File: config.mk
export PLATFORM = sky130hd
export DESIGN_NAME = prog_run_ctrl
export DESIGN_NICKNAME = d
export VERILOG_FILES = /design/src/rtl/prog_run_ctrl.sv
export SDC_FILE = /design/constraint.sdc
export NUM_CORES = 1
export LEC_CHECK = 0
export ABC_AREA = 1
export CAP_MARGIN = 20
export CELL_PAD_IN_SITES_DETAIL_PLACEMENT = 1
export CELL_PAD_IN_SITES_GLOBAL_PLACEMENT = 2
export CORE_AREA = 2 2 119 145
export CTS_CLUSTER_DIAMETER = 80
export DETAILED_ROUTE_END_ITERATION = 10
export DIE_AREA = 0 0 121 147
export PLACE_DENSITY_LB_ADDON = 0.1
export SKIP_CTS_REPAIR_TIMING = 1
export SLEW_MARGIN = 30
export SYNTH_ARGS = -nofsm -noshare
export SYNTH_HDL_FRONTEND = slang
export SYNTH_SLANG_ARGS = --single-unit
File: constraint.sdc
create_clock -name clk1 -period 4.6 [get_ports clk1]
set_clock_uncertainty 0.15 [all_clocks]
set_input_delay 0.46 -clock clk1 [delete_from_list [all_inputs] [get_ports clk1]]
set_output_delay 0.46 -clock clk1 [all_outputs]
set_load 0.02 [all_outputs]
File: src/rtl/prog_run_ctrl.sv
// prog_run_ctrl
// -------------
// Session controller for a small processor with a writable program memory.
// A start pulse opens a session: program words are accepted on a valid/ready
// load port and written to memory one word per cycle. The word flagged
// ld_last ends the load; one FLUSH cycle lets that final write land. The core
// is then released (core_run) and the controller counts run cycles until the
// core reports HALTED (done) or the optional cycle limit expires (timed_out).
//
// Ports
//   clk1           single clock, all state updates on the rising edge
//   rst            synchronous, active-high reset
//   start          one-cycle pulse; honoured only when no session is active
//   ld_valid       load word offered
//   ld_ready       controller accepts load words (LOAD state only)
//   ld_addr        target word address of the offered word
//   ld_data        offered word
//   ld_last        offered word is the final one of the program
//   mem_we         one-cycle memory write strobe per accepted word
//   mem_addr       memory write address (holds between writes)
//   mem_wdata      memory write data (holds between writes)
//   timeout_limit  maximum run cycles, 0 disables the limit; sampled every cycle
//   core_halted    HALTED flag from the core
//   core_run       releases the core; while low the core holds PC/flags cleared
//   busy           session in progress (LOAD, FLUSH, RUN)
//   done           sticky: core halted normally
//   timed_out      sticky: run limit reached before halt
//   cycle_count    cycles spent in RUN, saturating
//   load_count     words accepted in this session, saturating at 2**ADDR_W

module prog_run_ctrl #(
    parameter int DATA_W = 32,
    parameter int ADDR_W = 10,
    parameter int CNT_W  = 16
) (
    input  logic              clk1,
    input  logic              rst,
    input  logic              start,
    input  logic              ld_valid,
    output logic              ld_ready,
    input  logic [ADDR_W-1:0] ld_addr,
    input  logic [DATA_W-1:0] ld_data,
    input  logic              ld_last,
    output logic              mem_we,
    output logic [ADDR_W-1:0] mem_addr,
    output logic [DATA_W-1:0] mem_wdata,
    input  logic [CNT_W-1:0]  timeout_limit,
    input  logic              core_halted,
    output logic              core_run,
    output logic              busy,
    output logic              done,
    output logic              timed_out,
    output logic [CNT_W-1:0]  cycle_count,
    output logic [ADDR_W:0]   load_count
);

    typedef enum logic [2:0] {
        S_IDLE  = 3'd0,
        S_LOAD  = 3'd1,
        S_FLUSH = 3'd2,
        S_RUN   = 3'd3,
        S_DONE  = 3'd4,
        S_TMO   = 3'd5
    } state_t;

    // load_count tops out at exactly 2**ADDR_W (one full memory image).
    localparam logic [ADDR_W:0]  LOAD_MAX = {1'b1, {ADDR_W{1'b0}}};
    localparam logic [CNT_W-1:0] CNT_MAX  = '1;

    state_t state;

    logic handshake;
    logic limit_hit;

    assign handshake = ld_valid & ld_ready;

    // Limit compare uses the live timeout_limit so a mid-run change applies at
    // once. A limit below the current count simply never matches.
    assign limit_hit = (timeout_limit != '0) &&
                       (cycle_count == timeout_limit - CNT_W'(1));

    // Outputs are registered alongside the state so every output changes on
    // the same edge as the state it belongs to.
    // NOTE: all state here is updated with non-blocking assignments so every
    // register samples the pre-edge values of the others, regardless of the
    // order the statements appear in.
    always_ff @(posedge clk1) begin
        if (rst) begin
            state       <= S_IDLE;
            ld_ready    <= 1'b0;
            mem_we      <= 1'b0;
            mem_addr    <= '0;
            mem_wdata   <= '0;
            core_run    <= 1'b0;
            busy        <= 1'b0;
            done        <= 1'b0;
            timed_out   <= 1'b0;
            cycle_count <= '0;
            load_count  <= '0;
        end else begin
            // NOTE: the write strobe defaults low every cycle and is raised
            // only by a handshake, so it is a single-cycle pulse by
            // construction; address and data keep their last value.
            mem_we <= 1'b0;

            case (state)
                S_IDLE, S_DONE, S_TMO: begin
                    if (start) begin
                        state       <= S_LOAD;
                        ld_ready    <= 1'b1;
                        busy        <= 1'b1;
                        done        <= 1'b0;
                        timed_out   <= 1'b0;
                        cycle_count <= '0;
                        load_count  <= '0;
                    end
                end

                S_LOAD: begin
                    if (handshake) begin
                        mem_we    <= 1'b1;
                        mem_addr  <= ld_addr;
                        mem_wdata <= ld_data;
                        if (load_count != LOAD_MAX) begin
                            load_count <= load_count + (ADDR_W+1)'(1);
                        end
                        if (ld_last) begin
                            state    <= S_FLUSH;
                            ld_ready <= 1'b0;
                        end
                    end
                end

                // The final write is on the memory port during this cycle;
                // the core is released only once it has landed.
                S_FLUSH: begin
                    state    <= S_RUN;
                    core_run <= 1'b1;
                end

                S_RUN: begin
                    // Counts on every RUN edge, including the one that leaves
                    // RUN, so the final value equals the number of RUN cycles.
                    if (cycle_count != CNT_MAX) begin
                        cycle_count <= cycle_count + CNT_W'(1);
                    end
                    // Halt is tested first: a halt on the limit edge is a
                    // normal completion, not a timeout.
                    if (core_halted) begin
                        state    <= S_DONE;
                        done     <= 1'b1;
                        core_run <= 1'b0;
                        busy     <= 1'b0;
                    end else if (limit_hit) begin
                        state     <= S_TMO;
                        timed_out <= 1'b1;
                        core_run  <= 1'b0;
                        busy      <= 1'b0;
                    end
                end

                default: begin
                    state    <= S_IDLE;
                    ld_ready <= 1'b0;
                    core_run <= 1'b0;
                    busy     <= 1'b0;
                end
            endcase
        end
    end

endmodule

==> summary.md, run 1 <==
| Metric | Value |
|---|---|
| DR vias | around 4,300 |
| IO Pins | 139 |
| I/O Buffers | 138 |
| Yosys warns | 0 |
| Crit Path Max Fanout | 45 |
| CTS H-tree lvls | 3 |
| Final setup violation count | 0 |
| Initial antenna violation count | 0 |
| Internal power | 1.49 mW |
| Total CTS buffers | 9 |
| Remaining global-route overflow | 0 |
| CP Data Arrival Time | 2.75 ns |
| Top cells by area, synth | dfxtp_1, nor2_1, nand2_1 |
| Synth Cell Area | 0.00403 mm2 |
| Number of synthesized flops with an enable pin | 0 |
| Register bit total from synthesis | 78 |
| Fin Hold WS | 0.308 ns |
| FF-to-FF Start | state[0] |
| Chip height | 147 um |
| Pin count of the biggest net entering global routing | 46 |
| Tmin final | 2.67 ns |
| Status | finished clean |
| CP Capture Type | register |
| Syn Nets | 662 |
| Main flop type after synthesis | dfxtp_1 |
| R2R Path End | load_count[6] |
| # DRC | 0 |
| Routability Congestion | 0.777 |
| CTS root buf | clkbuf_16 |
| RSZ-0062 raised after global routing | no |
| Vias/cell | 4.49 |
| CP required | 4.68 ns |
| Leakage | 2.23 nW |
| Relative slew slack | 68.4% |
| Vias in the first global route | ~4,600 |
| Worst Tran Pin Value | roughly 0.47 ns |
| Avg Inst Size Synth | around 6.8 um2 |
| Register share of total power | 36.1% |
| Clock transition at the registers of the reported paths | 0.06 ns |
| Switching portion of total power | 31.1% |
| Die Wd | 121 um |
| Overall Global Routing Usage | 16.0% |
| Layout cell share with drive strength beyond 1 | around 7.8% |
| Core area | 0.0165 mm2 |
| Reg2reg setup slack | 1.93 ns |
| Area growth syn-to-layout | 48.5% |
| ANT nets after route | 0 |
| Max Cap Viol | 0 |
| Reg2Reg Depth | 13 |
| Peak supply drop | 0.209 mV |
| Register area share after synthesis | between 30% and 40% |
| PnR Total Power | 2.17 mW |
| Fmax | 0.375 GHz |
| Routed length on met3 | roughly 1100 um |
| Ys async rst share | 0% |
| Initial Util | 24.5% |
| Crit Path Class | reg -> reg |
| Yosys cell types | 36 |
| Clock latency on the worst-skew pair | 0.34 ns |
| Worst Setup SP | state[0] |
| Combinational fraction of design power | 26.2% |
| Net switching power | 673 uW |
| Initial drt markers | 97 |
| Hold WC Path Type | reg -> reg |
| Die Area | 0.0178 mm2 |
| Wire per inst | 14.4 um |
| Clock network power share | 37.7% |
| Clk sinks | 78 |
| Cell Rows | 52 |
| Met1 WL | 5650 um |
| Post-synth top area share | 38.8% |
| Fin nets | 798 |
| Final Cycle Share | 57.9% |
| First-pass iteration count of the detailed router | 4 |
| Post-Synthesis Cells | 594 |
| Most frequent cells after synthesis | nor2_1, nand2_1, dfxtp_1 |
| Highest metal used | met4 |
| Most common cell in the netlist | nor2_1 |
| Power Density | 362 mW/mm2 |
| Synth area leader | dfxtp_1 |
| Sum Neg Setup Slack | 0 ns |
| Clock buffer depth | 2 |
| Slew Limit Fails | 0 |
| Endpoints failing hold | 0 |
| Routed Wire Length | 13,700 um |
| CTS tree | done |
| Dpl hpwl | 10,500 um |
| Startpoint Class | register |
| # diodes | 0 |
| Crit path to | load_count[6] |
| First-pass GRT wire length | 22,800 um |
| Routed length on met2 | 6840 um |
## metrics by stage
stage | utilization [%] | instance area (um2) | setup WS [ns] | instances
final | 36.3 | 5980 | 1.93 | 951
after global routing | 36.3 | 5980 | 1.52 | 951
after CTS | 36.3 | 5980 | 1.86 | 951
after detailed placement | 34.2 | 5640 | 1.67 | 935
after global placement | 34.2 | 5640 | 1.78 | 935
after floorplan | - | 4030 | 2.54 | 594
## flip-flops by register name, indices dropped and copies added (netlist names)
signal / count
busy: 1
core_run: 1
cycle_count: 16
done: 1
ld_ready: 1
load_count: 11
mem_addr: 10
mem_wdata: 32
mem_we: 1
state: 3
timed_out: 1
## cell type report
cell class | instances | area, um2
clock buffer | 12 | 267
clock inverter | 4 | 76.3
fill | 2090 | 10500
inverter | 68 | 260
multi-input combinational | 432 | 2140
sequential | 78 | 1560
tap | 216 | 270
timing repair buffer | 141 | 1400
## logic make-up after synthesis
kind of cell | synth area share [%]
buffers and inverters | 8.08
AO/OA/AOI/OAI | 12.2
XOR/XNOR | 2.61
flip-flops | 38.8
AND/OR/NAND/NOR | 37.1
adder cells (fa/ha/maj) | 1.24
## per-layer routing
layer | GRT usage (%) | vias up
met2 | 28.1 | 90
met1 | 17.9 | 1992
met4 | 3.84 | 0
li1 | - | 2180
met5 | 0 | -
met3 | 6.60 | 7
## power groups by stage
stage / logic, mW / registers (mW) / clock network, mW
after CTS: 0.580 / 0.782 / 0.849
after global routing: 0.638 / 0.789 / 0.875
after detailed placement: 0.577 / 0.796 / 0
final: 0.568 / 0.781 / 0.816
after floorplan: 0.280 / 0.848 / 0
after global placement: 0.565 / 0.794 / 0
## cell usage in the layout, fill, tap and decap left out, types with 9 or more instances in the layout
master,synthesis,final
o21ai_0,54,54
clkbuf_16,0,9
nand3_1,29,29
clkdlybuf4s50_1,0,138
nor3_1,17,17
dfxtp_1,78,78
a21oi_1,26,26
nor2_1,125,125
inv_1,60,60
nand2_1,107,107
## worst min-delay path by stage
stage | slack, ns | cells after the start | end | from
after floorplan | 0.30 | 2 | state[0] | state[0]
after global placement | 0.29 | 2 | done | done
after detailed placement | 0.31 | 2 | done | done
after CTS | 0.32 | 2 | done | done
after global routing | 0.33 | 2 | done | done
final | 0.31 | 2 | done | done
## critical path: stages, from the launching register on
cell and delay, ns:
dfxtp_1 0.34, inv_1 0.07, nor2_2 0.12, inv_2 0.09, nor2_4 0.16, nand3_4 0.37
nand2_1 0.25, nand2_1 0.25, nor3_2 0.26, nand2_1 0.08, nor2_1 0.14, nand2_1 0.09
o21ai_1 0.13, a21oi_1 0.05
Note: power is estimated with default switching activity, not from simulation.
==> inputs of run 2 (changes only) <==
Settings changed: CORE_AREA 2 2 119 145 to 2 2 130 157, DIE_AREA 0 0 121 147 to 0 0 132 159.
Clock period 4.6 ns to 2.39 ns, I/O delays scaled along.
==> run 2 against run 1 <==
- sequential power increased by 92%
- utilization decreased by 4.1 points
- clock-buffer cell count unchanged
- cell count is 7.8% higher
- die area is 18% higher
- power up 94%
- hold slack improved by 0.00060 ns
- wire length up 6.2%
- combinational power up 100%
- non-clock buffer count up 29
- cell area rose by 4.6%
==> summary.md, run 2 (synthesis results as in run 1) <==
| Metric | Value |
|---|---|
| Status | finished clean (unchanged) |
| CTS root buf | clkbuf_16 (unchanged) |
| Power Density | 671 mW/mm2 (was 362 mW/mm2) |
| Clock network power share | 36.7% (was 37.7%) |
| Max Cap Viol | 0 (unchanged) |
| Cell Rows | 56 (was 52) |
| Number of flip-flops under the largest register name | 32 (unchanged) |
| Chip height | 159 um (was 147 um) |
| IO Pins | 139 (unchanged) |
| Most flops, register | mem_wdata (unchanged) |
| Relative slew slack | 67.4% (was 68.4%) |
| ANT nets after route | 0 (unchanged) |
| I/O Buffers | 138 (unchanged) |
| Routability Congestion | 0.757 (was 0.777) |
| First-pass GRT wire length | 23,900 um (was 22,800 um) |
| Number of fill cells | 2,390 (was 2,090) |
| Initial Util | 20.8% (was 24.5%) |
| # DRC | 0 (unchanged) |
| DR vias | 4,358 (was 4,269) |
| Clock latency on the worst-skew pair | 0.34 ns (about the same) |
| Clk sinks | 78 (unchanged) |
| Sum Neg Setup Slack | 0 ns (unchanged) |
| Fmax | 0.464 GHz |
| Tmin final | about 2.2 ns |
| CP Capture Type | register (unchanged) |
| Crit Path Class | in -> reg (was reg -> reg) |
| R2R Path End | cycle_count[7] (was load_count[6]) |
| Switching portion of total power | 31.3% (was 31.1%) |
| RSZ-0062 raised after global routing | no (unchanged) |
| Core area | 0.0194 mm2 (was 0.0165 mm2) |
| Area growth syn-to-layout | 55.3% (was 48.5%) |
| Fin nets | 827 (was 798) |
| Layout cell share with drive strength beyond 1 | 11.1% (was 7.76%) |
| Vias/cell | 4.25 (was 4.49) |
| Overall Global Routing Usage | 14.0% (was 16.0%) |
| Vias in the first global route | 4,639 (was 4,578) |
| FF-to-FF Start | cycle_count[1] (was state[0]) |
| CP Data Arrival Time | 2.24 ns (was 2.75 ns) |
| CP required | 2.47 ns (was 4.68 ns) |
| Startpoint Class | input pin (was register) |
| Most frequent cells in the layout | clkdlybuf4s50_1, nor2_1, nand2_1 (unchanged) |
| Combinational fraction of design power | 27.5% (was 26.2%) |
| Dpl hpwl | 11,400 um (was 10,500 um) |
| Hold WC Path Type | reg -> reg (unchanged) |
| Total CTS buffers | 9 (unchanged) |
| Commonest non-fill, non-tap cell in the layout | clkdlybuf4s50_1 (unchanged) |
| Leakage | 2.37 nW (was 2.23 nW) |
| Worst setup margin | 0.233 ns (was 1.93 ns) |
| Hold path startpoint | done (unchanged) |
| Clock buffer depth | 2 (unchanged) |
| Pin count of the biggest net entering global routing | 45 (was 46) |
| Internal power | 2.88 mW (was 1.49 mW) |
| Final Util | 32.2% (was 36.3%) |
| End of the worst hold path | done (unchanged) |
| Reg2reg setup slack | 0.28 ns (was 1.93 ns) |
| Placed insts | 1,009 (was 935) |
| Net switching power | 1.31 mW (was 673 uW) |
| Initial antenna violation count | 0 (unchanged) |
| Die Wd | 132 um (was 121 um) |
| CTS H-tree lvls | 3 (unchanged) |
| Worst Setup SP | timeout_limit[1] (was state[0]) |
| Hold depth | 2 (unchanged) |
| Final setup violation count | 0 (unchanged) |
| Crit Path Max Fanout | 8 (was 45) |
| Clock transition at the registers of the reported paths | 0.06 ns (about the same) |
| Endpoints failing hold | 0 (unchanged) |
| Worst Tran Pin Value | 0.489 ns (was 0.473 ns) |
| First-pass iteration count of the detailed router | 4 (unchanged) |
| Reg2Reg Depth | 12 (was 13) |
| Register share of total power | 35.7% (was 36.1%) |
| Initial drt markers | 105 (was 97) |
| CTS tree | done (unchanged) |
| Die Area | 0.0210 mm2 (was 0.0178 mm2) |
| Remaining global-route overflow | 0 (unchanged) |
| Peak supply drop | 0.312 mV (was 0.209 mV) |
| Largest regs | mem_wdata (32), cycle_count (16), load_count (11) (unchanged) |
| Routed Wire Length | 14,500 um (was 13,700 um) |
| Wire per inst | 14.2 um (was 14.4 um) |
| Final Cycle Share | approximately nine tenths |
| Post-Layout Cell Count | 1,025 (was 951) |
| Dpl ws | -0.176 ns (was 1.67 ns) |
| Slew Limit Fails | 0 (unchanged) |
| # diodes | 0 (unchanged) |
==> run 2: changes by cell type in the layout (fill, tap and decap cells not counted) <==
cell,before,now
clkbuf_1,0,1
clkbuf_8,3,2
buf_12,0,1
buf_4,3,31
==> run 2: worst max-delay path by stage <==
stage                          end  slack (ns)  depth (start not counted)
global route              core_run        0.01                         14
CTS                       core_run        0.18                         14
floorplan           cycle_count[7]        0.37                         12
detailed placement        core_run       -0.18                         14
global placement          state[0]       -0.11                         14
finish                    state[0]        0.23                         14
==> run 2: power by group through the flow <==
| stage | Sequential, mW | Combinational, mW | Clock [mW] |
|---|---|---|---|
| 3_5_place_dp | 1.53 | 1.17 | 0 |
| 2_1_floorplan | 1.63 | 0.540 | 0 |
| 6_report | 1.50 | 1.15 | 1.54 |
| 4_1_cts | 1.50 | 1.18 | 1.61 |
| 5_1_grt | 1.52 | 1.29 | 1.67 |
| 3_3_place_gp | 1.52 | 1.15 | 0 |
==> run 2: area by class of cell <==
cell class / count / area (um2) / area share [%]
multi-input combinational: 432 / 2140 / 34.2
timing repair buffer: 170 / 1630 / 26.1
sequential: 78 / 1560 / 25.0
tap: 261 / 327 / 5.22
inverter: 68 / 260 / 4.16
clock buffer: 12 / 256 / 4.10
clock inverter: 4 / 76.3 / 1.22
==> run 2: through the flow <==
step	hold WS (ns)	area (um2)	total power, mW
global route	0.325	6260	4.48
detailed placement	0.307	5920	2.70
finish	0.308	6260	4.20
floorplan	0.167	4030	2.17
global placement	0.296	5920	2.68
CTS	0.318	6260	4.29
==> run 2: metal layers <==
metal / wire, um / vias to the layer above / share of wire, % / GRT usage [%]
met3: 1130 / 8 / 7.8 / 5.64
met2: 7140 / 95 / 49 / 24.3
li1: - / 2235 / - / -
met1: 6140 / 2020 / 42 / 16.1
met5: 0 / - / 0 / 0
met4: 121 / 0 / 0.83 / 3.46
==> run 2: critical path, stage by stage <==
cell,delay (ns)
clkdlybuf4s50_1,0.42
inv_1,0.09
ha_1,0.28
nand2_2,0.11
nor2_4,0.21
nand2_1,0.07
nand3_1,0.08
nand3_1,0.07
nor2_1,0.17
nand3_2,0.16
nand2_4,0.13
nand2_2,0.06
nand2_1,0.08
a21oi_2,0.05
